--- src/rtl/coprocessor0_interrupt_timer.sv ---
`timescale 1ns/1ps
// CP0 register unit: Status/Cause/EPC/BadVAddr plus a prescaled Count/Compare timer.
// Exceptions latch at writeback; hardware lines and TI combine into one interrupt request.
module coprocessor0_interrupt_timer #(
   parameter int HW_INT_COUNT  = 6,
   parameter int COUNT_DIVIDER = 2
) (
   input  logic                    clock,
   input  logic                    reset,
   input  logic                    write_enabled,
   input  logic [4:0]              address_register,
   input  logic [2:0]              address_select,
   input  logic [31:0]             write_data,
   output logic [31:0]             read_data,
   input  logic                    exception_valid,
   input  logic [4:0]              exception_code,
   input  logic [31:0]             exception_address,
   input  logic                    in_delay_slot,
   input  logic                    bad_address_valid,
   input  logic [31:0]             bad_address,
   input  logic                    eret_flush,
   input  logic [HW_INT_COUNT-1:0] hardware_interrupt,
   output logic                    interrupt_pending,
   output logic                    exception_level,
   output logic [31:0]             epc
);

   localparam logic [3:0] PRESCALE_LAST = 4'(COUNT_DIVIDER - 1);

   logic [7:0]              status_im;
   logic                    status_exl;
   logic                    status_ie;
   logic                    cause_bd;
   logic                    cause_ti;
   logic [1:0]              cause_ip_sw;
   logic [4:0]              cause_exc;
   logic [HW_INT_COUNT-1:0] hw_q;
   logic [31:0]             epc_q;
   logic [31:0]             bad_vaddr;
   logic [31:0]             count;
   logic [31:0]             compare;
   logic [3:0]              prescale;

   logic [5:0]  hw_ip;
   logic [7:0]  cause_ip;
   logic        mtc0;
   logic        wr_count;
   logic        wr_compare;
   logic        wr_status;
   logic        wr_cause;
   logic        wr_epc;
   logic        tick;
   logic        count_step;
   logic        ti_hit;

   // Lines beyond HW_INT_COUNT read as zero in IP
   always_comb begin
      hw_ip = '0;
      hw_ip[HW_INT_COUNT-1:0] = hw_q;
   end

   assign cause_ip   = {hw_ip[5] | cause_ti, hw_ip[4:0], cause_ip_sw};
   assign mtc0       = write_enabled & ~exception_valid & (address_select == 3'd0);
   assign wr_count   = mtc0 & (address_register == 5'd9);
   assign wr_compare = mtc0 & (address_register == 5'd11);
   assign wr_status  = mtc0 & (address_register == 5'd12);
   assign wr_cause   = mtc0 & (address_register == 5'd13);
   assign wr_epc     = mtc0 & (address_register == 5'd14);
   assign tick       = (prescale == PRESCALE_LAST);
   assign count_step = tick & ~wr_count;
   assign ti_hit     = count_step & ((count + 32'd1) == compare);

   always_ff @(posedge clock) begin
      if (reset) begin
         status_im   <= '0;
         status_exl  <= 1'b0;
         status_ie   <= 1'b0;
         cause_bd    <= 1'b0;
         cause_ti    <= 1'b0;
         cause_ip_sw <= '0;
         cause_exc   <= '0;
         hw_q        <= '0;
         epc_q       <= '0;
         bad_vaddr   <= '0;
         count       <= '0;
         compare     <= '0;
         prescale    <= '0;
      end else begin
         hw_q <= hardware_interrupt;
         if (exception_valid)
            status_exl <= 1'b1;
         else if (eret_flush)
            status_exl <= 1'b0;
         else if (wr_status)
            status_exl <= write_data[1];
         if (wr_status) begin
            status_im <= write_data[15:8];
            status_ie <= write_data[0];
         end
         if (wr_cause)
            cause_ip_sw <= write_data[9:8];
         // Nested exceptions keep the original return address
         if (exception_valid) begin
            cause_exc <= exception_code;
            if (!status_exl) begin
               epc_q    <= in_delay_slot ? exception_address - 32'd4
                                         : exception_address;
               cause_bd <= in_delay_slot;
            end
            if (bad_address_valid)
               bad_vaddr <= bad_address;
         end else if (wr_epc) begin
            epc_q <= write_data;
         end
         if (wr_compare)
            compare <= write_data;
         if (wr_compare)
            cause_ti <= 1'b0;
         else if (ti_hit)
            cause_ti <= 1'b1;
         if (wr_count) begin
            count    <= write_data;
            prescale <= '0;
         end else if (tick) begin
            count    <= count + 32'd1;
            prescale <= '0;
         end else begin
            prescale <= prescale + 4'd1;
         end
      end
   end

   assign interrupt_pending = status_ie & ~status_exl & |(status_im & cause_ip);
   assign exception_level   = status_exl;
   assign epc               = epc_q;

   always_comb begin
      read_data = '0;
      if (address_select == 3'd0) begin
         case (address_register)
            5'd8:    read_data = bad_vaddr;
            5'd9:    read_data = count;
            5'd11:   read_data = compare;
            5'd12:   read_data = {9'd0, 1'b1, 6'd0, status_im,
                                  6'd0, status_exl, status_ie};
            5'd13:   read_data = {cause_bd, cause_ti, 14'd0, cause_ip,
                                  1'b0, cause_exc, 2'b00};
            5'd14:   read_data = epc_q;
            default: read_data = '0;
         endcase
      end
   end

endmodule

--- config.mk ---
export PLATFORM = sky130hd
export DESIGN_NAME = coprocessor0_interrupt_timer
export DESIGN_NICKNAME = d
export VERILOG_FILES = /design/src/rtl/coprocessor0_interrupt_timer.sv
export SDC_FILE = /design/constraint.sdc
export NUM_CORES = 1
export LEC_CHECK = 0
export CAP_MARGIN = 40
export CORE_UTILIZATION = 60
export CTS_BUF_LIST = sky130_fd_sc_hd__clkbuf_8
export CTS_CLUSTER_SIZE = 10
export DETAILED_ROUTE_END_ITERATION = 10
export DONT_BUFFER_PORTS = 1
export PLACE_DENSITY = 0.79
export SYNTH_ARGS = -nofsm -noshare
export SYNTH_HDL_FRONTEND = slang
export SYNTH_SLANG_ARGS = --single-unit
--- constraint.sdc ---
create_clock -name clock -period 2.5 [get_ports clock]
set_input_delay 0.5 -clock clock [delete_from_list [all_inputs] [get_ports clock]]
set_output_delay 0.5 -clock clock [all_outputs]
set_load 0.1 [all_outputs]
==> results of run 1 <==
[synthesized netlist by cell type, types with 3 or more instances]
cell and n:
nand2_1 191, dfxtp_1 157, a21oi_1 140, nor2_1 133, clkbuf_1 72, a22oi_1 63, a211oi_1 50, xnor2_1 49
xor2_1 43, nand3_1 25, nor3_1 22, o21ai_0 19, nand4_1 18, or3_1 17, a311oi_1 13, mux2i_1 13
buf_2 12, a222oi_1 10, a31oi_1 9, nor2b_1 9, buf_4 6, inv_1 6, nand3b_1 6, nor3b_1 6
nor4_1 6, nand2b_1 5, or4_1 5, and3_1 4, and4_1 4, ha_1 4, o31ai_1 4, nor3_2 3
[metal layers]
| metal | global-route usage | up-vias |
|---|---|---|
| met5 | 0 | - |
| met4 | 0.149 | 0 |
| met3 | 0.153 | 159 |
| met2 | 0.649 | 747 |
| met1 | 0.590 | 4569 |
| li1 | - | 4289 |
[area by class of cell]
type / instances / area [um2]
sequential: 157 / 3150
clock buffer: 21 / 289
timing repair buffer: 154 / 1710
clock inverter: 11 / 83.8
multi-input combinational: 901 / 5860
tap: 180 / 225
inverter: 6 / 22.5
fill: 932 / 2750
[power breakdown]
group	internal [mW]	total (mW)	switching, mW
logic	0.221	0.752	0.532
registers	2.59	2.67	0.0810
clock network	0.801	1.81	1.01
[through the flow]
step	setup TNS, ns	total power, mW	hold slack, ns	utilization	setup slack, ns
after floorplan	-11.19	3.29	0.433	-	-0.453
after global placement	0	3.42	0.439	0.764	0.0198
after detailed placement	0	3.44	0.442	0.764	0.00335
after CTS	0	5.18	0.0963	0.790	0.00543
after global routing	-0.552	5.37	0.0835	0.805	-0.0913
final	-0.190	5.23	0.118	0.805	-0.0458
[worst max-delay path, cell delays in order]
cell	delay, ns
or3b_4	0.44
nor2_4	0.28
buf_4	0.21
a22oi_1	0.17
a31oi_4	0.23
buf_12	0.20
[registers in the layout (all words and copies together) (netlist names), 2 cells and up]
signal       count
prescale         4
compare         32
cause_ip_sw      2
bad_vaddr       32
count           32
epc             32
hw_ip            6
status_im        8
cause_exc        5
[worst paths after layout]
kind,cells past startpoint,from,to
setup reg to reg,5,count[26]$_SDFFE_PP0P_,count[28]$_SDFFE_PP0P_
hold / removal,1,reset,count[11]$_SDFFE_PP0P_
setup / recovery,6,address_register[4],read_data[9]
hold reg to reg,2,bad_vaddr[18]$_SDFFE_PP0P_,bad_vaddr[18]$_SDFFE_PP0P_
[what timing repair did]
action / CTS / global route
gates resized for setup: 0 / 29
pin swaps: 1 / 6
endpoints found under the setup margin: 1 / 24
setup buffers: 0 / 5
gates cloned: 0 / 2
[cells by family after synthesis]
| group | share of synthesized area |
|---|---|
| xor gates and xnor gates | 0.0915 |
| adders and majority gates | 0.00568 |
| and+or+nand+nor | 0.246 |
| AOI/OAI and AO/OA | 0.235 |
| DFF | 0.357 |
| buffers and inverters | 0.0486 |
| muxes | 0.0160 |
==> results.ini, run 1 <==
[route]
ant_nets = 0
dr_wl_met2_mm = 14.5
wl_per_cell_um = 23.6
met1Wirelength_mm = 12.7
wl_met3_mm = 5.22
maxUsedRoutingLayer = met4
drt_iter0_drc = 1870
drc = 0
dr.pass1.iters = 10
vias = 9764
wirelength_mm = 33.8
viasPerCell = 6.83

[clock_tree]
clk_pin_slew_ns = 0.08
cts_buffers = 17
cts_tree = built
cts_hold_buf = 0
insertion_delay_ns = 0.46
h-tree-depth = 4
cts_buffer_depth = 2
clkSinkCount = 157
root_buffer = clkbuf_8

[worst_setup_path]
endpoint_kind = output port
cp_max_fo = 6
critPathArrivalTime_ns = 2.05
cp.required_ns = 2.00
critical_path_class = in2out
start_kind = input port
rrSetupSlack_ns = 0.05

[yosys]
synthesis.area_mm2 = 0.00881
yosysWarnings = 0
synth_edf_count = 0
synthTopCellsByArea = dfxtp_1 (36%), nand2_1 (8.1%), a21oi_1 (8.0%)
synth_top_area_share = 0.357
avgSynthCellArea_um2 = 7.61
ys.flop_type = dfxtp_1
synth_seq_area_share = 0.357
synth_cell_types = 58
synth_top_area_cell = dfxtp_1
synthesis.nets = 1284
async_flop_share = 0
synth_seq_cells = 157
syn_inst = 1158

[grt]
first_global_vias = 8883
grt_pass1_wl_mm = 49.2
globalRouteTotalUtil = 0.438
gr-total-overflow = 0
antenna_found_initial = 0
grt_max_degree = 157

[pwr]
ir_worst_vdd_mv = 0.350
p_per_area_mw_per_mm2 = 461
p_leak_nw = 3.76

[cells_and_area]
final_cell_mix = nand2_1 (188), dfxtp_1 (152), nor2_1 (128), a21oi_1 (114), buf_4 (109)
area_delta_synth_final_pct = 28.8
n_antenna_cell = 0
design_area_mm2 = 0.0113
final_nets = 1363
drive_gt1_frac = 0.221
fin_cells = 1430
layout_commonest_cell = nand2_1

[timing]
clock_skew_ns = 0.00922
period_share = 1.02
min_period_ns = 2.55
slew_headroom = 0.529
slew_violations = 0
setup_viol = 8
rsz0062_at_grt = true
hold_viol_final = 0
worst_pin_slew_ns = 0.704
setup_ws_ns = -0.0458
max_freq_mhz = 393

[die]
dieArea_mm2 = 0.0152
rows = 43
die_x_um = 123
io_pins = 188
floorplan.initialDensity = 0.625
core_region_area_mm2 = 0.0141
die_h_um = 123

[place]
place_area_mm2 = 0.0108
dp.cells = 1391
portBuffers = 0
dpl.hpwl_mm = 24.2
gp_congestion = 0.995

[worst_hold_path]
hold_class = in2reg

[status]
violations = negative setup slack
status = complete, but fails checks

[flow_run]
drv_cap = 0

Note: power is estimated with default switching activity, not from simulation.
==> run 2: changes to the inputs <==
--- a/config.mk
+++ b/config.mk
@@ -7,7 +7,7 @@
 export LEC_CHECK = 0
 export CAP_MARGIN = 40
 export CORE_UTILIZATION = 60
-export CTS_BUF_LIST = sky130_fd_sc_hd__clkbuf_8
+export CTS_BUF_LIST = sky130_fd_sc_hd__clkbuf_4 sky130_fd_sc_hd__clkbuf_8
 export CTS_CLUSTER_SIZE = 10
 export DETAILED_ROUTE_END_ITERATION = 10
 export DONT_BUFFER_PORTS = 1
==> results.ini, run 2 (same netlist as run 1, synthesis figures left out) <==
[place]
dpl.hpwl_mm = 24.2  ; unchanged
place_area_mm2 = 0.0108  ; unchanged
gp_congestion = 0.995  ; unchanged
portBuffers = 0  ; unchanged

[clock_tree]
insertion_delay_ns = 0.46  ; about the same
root_buffer = clkbuf_8  ; unchanged
cts_buffer_depth = 2  ; unchanged
clkSinkCount = 157  ; unchanged
cts_buffers = 17  ; unchanged
cts_tree = built  ; unchanged
clk_pin_slew_ns = 0.09  ; was 0.08 ns
h-tree-depth = 4  ; unchanged

[grt]
first_global_vias = 8883  ; unchanged
globalRouteTotalUtil = 0.439  ; was 0.438
gr-total-overflow = 0  ; unchanged
grt_pass1_wl_mm = 49.3  ; was 49.2 mm
antenna_found_initial = 0  ; unchanged
grt_max_degree = 157  ; unchanged

[die]
floorplan.initialDensity = 0.625  ; unchanged
rows = 43  ; unchanged
die_x_um = 123  ; unchanged
core_region_area_mm2 = 0.0141  ; unchanged
die_h_um = 123  ; unchanged
io_pins = 188  ; unchanged
dieArea_mm2 = 0.0152  ; unchanged

[timing]
period_share = 1.01  ; was 1.02
rsz0062_at_grt = true  ; unchanged
clock_skew_ns = 0.00724  ; was 0.00922 ns
worst_pin_slew_ns = 0.694  ; was 0.704 ns
slew_headroom = 0.536  ; was 0.529
max_freq_mhz = 396  ; was 393 MHz
min_period_ns = 2.53  ; was 2.55 ns
hold_viol_final = 0  ; unchanged
setup_ws_ns = -0.0269  ; was -0.0458 ns
tns_ns = -0.0315  ; was -0.190 ns
setup_viol = 3  ; was 8
slew_violations = 0  ; unchanged

[route]
wl_per_cell_um = 23.7  ; was 23.6 um
viasPerCell = 6.82  ; was 6.83
dr.pass1.iters = 7  ; was 10
vias = 9772  ; was 9764
met1Wirelength_mm = 12.6  ; was 12.7 mm
dr_wl_met2_mm = 14.6  ; was 14.5 mm
drc = 0  ; unchanged
wirelength_mm = 33.9  ; was 33.8 mm
wl_met3_mm = 5.41  ; was 5.22 mm
maxUsedRoutingLayer = met4  ; unchanged
ant_nets = 0  ; unchanged
drt_iter0_drc = 1736  ; was 1870

[worst_setup_path]
cp_max_fo = 6  ; unchanged
cpPeakStageDelay_ns = 0.58  ; was 0.44 ns
worstPathCellList = or3b_4, nor2_4, buf_12, buf_6, a222oi_1, a21oi_4, buf_12  ; was or3b_4, nor2_4, buf_4, a22oi_1, a31oi_4, buf_12
critPathArrivalTime_ns = 2.03  ; was 2.05 ns
critical_path_class = in2out  ; unchanged
crit_path_top_delay_cell = a222oi_1  ; was or3b_4
cp.required_ns = 2.00  ; about the same
crit_family = compound AO/OA/AOI/OAI gates  ; was simple AND/OR/NAND/NOR gates
endpoint_kind = output port  ; unchanged
path_buf_inv = 3  ; was 2
crit_path_frequent_cell = buf_12
start_kind = input port  ; unchanged

[status]
status = complete, but fails checks  ; unchanged
violations = negative setup slack  ; unchanged

[cells_and_area]
layout_commonest_cell = nand2_1  ; unchanged
multi_input_area_mm2 = 0.00586  ; about the same
area_delta_synth_final_pct = 29.3  ; was 28.8%
n_antenna_cell = 0  ; unchanged
drive_gt1_frac = 0.222  ; was 0.221
seqCellArea_mm2 = 0.00315  ; unchanged
final_util = 0.808  ; was 0.805
final_nets = 1365  ; was 1363
final_cell_mix = nand2_1 (188), dfxtp_1 (152), nor2_1 (128), a21oi_1 (114), buf_4 (109)  ; unchanged
fillCellCount = 910  ; was 932
design_area_mm2 = 0.0114  ; was 0.0113 mm2

[pwr]
p_leak_nw = 3.77  ; was 3.76 nW
p_per_area_mw_per_mm2 = 460  ; was 461 mW/mm2
ir_worst_vdd_mv = 0.361  ; was 0.350 mV

[flow_run]
drv_cap = 0  ; unchanged

[worst_hold_path]
hold_class = in2reg  ; unchanged

run 2: cell count changes in the layout (fill, tap and decap cells not counted), sizes merged:
| cell | before | now |
|---|---|---|
| clkbuf | 23 | 25 |
| buf | 152 | 153 |
| inv | 10 | 9 |
run 2: path summary, 6_finish.rpt:
path,start,endpoint,slack (ns),cells after the start
min,reset,count[11]$_SDFFE_PP0P_,0.12,1
max,address_register[3],read_data[0],-0.03,7
min reg2reg,bad_vaddr[18]$_SDFFE_PP0P_,bad_vaddr[18]$_SDFFE_PP0P_,0.46,2
max reg2reg,count[7]$_SDFFE_PP0P_,cause_ti$_SDFFE_PP0P_,0.03,9
run 2: final cells by class:
type	instances	share of cell area
well taps	180	0.0198
clock inverters	10	0.00703
multi-input cells	901	0.514
flip-flops and latches	157	0.277
inverters	6	0.00198
clock buffers	22	0.0260
repair buffers	156	0.154
run 2: what timing repair did:
action	4_1_cts	5_1_grt
hold buffers	0	0
gates resized for setup	0	28
endpoints found under the setup margin	1	24
buffers inserted	0	6
cloned	0	3
pin swaps	1	6
run 2: where the power goes:
group | internal, mW | switching [mW] | total (mW)
registers | 2.59 | 0.0812 | 2.67
clock network | 0.816 | 1.00 | 1.82
logic | 0.223 | 0.533 | 0.756
run 2: per-layer routing:
layer  GRT usage  vias up
met5           0        -
met2       0.649      775
met3       0.151      135
met4       0.148        0
met1       0.592     4569
li1            -     4293
run 2: through the flow:
step	hold WS, ns	setup slack (ns)	cells	power (mW)
after floorplan	0.433	-0.453	1158	3.29
after CTS	0.0960	0.00543	1423	5.20
after detailed placement	0.442	0.00335	1391	3.44
after global routing	0.0826	-0.0916	1432	5.39
after global placement	0.439	0.0198	1391	3.42
final	0.115	-0.0269	1432	5.24
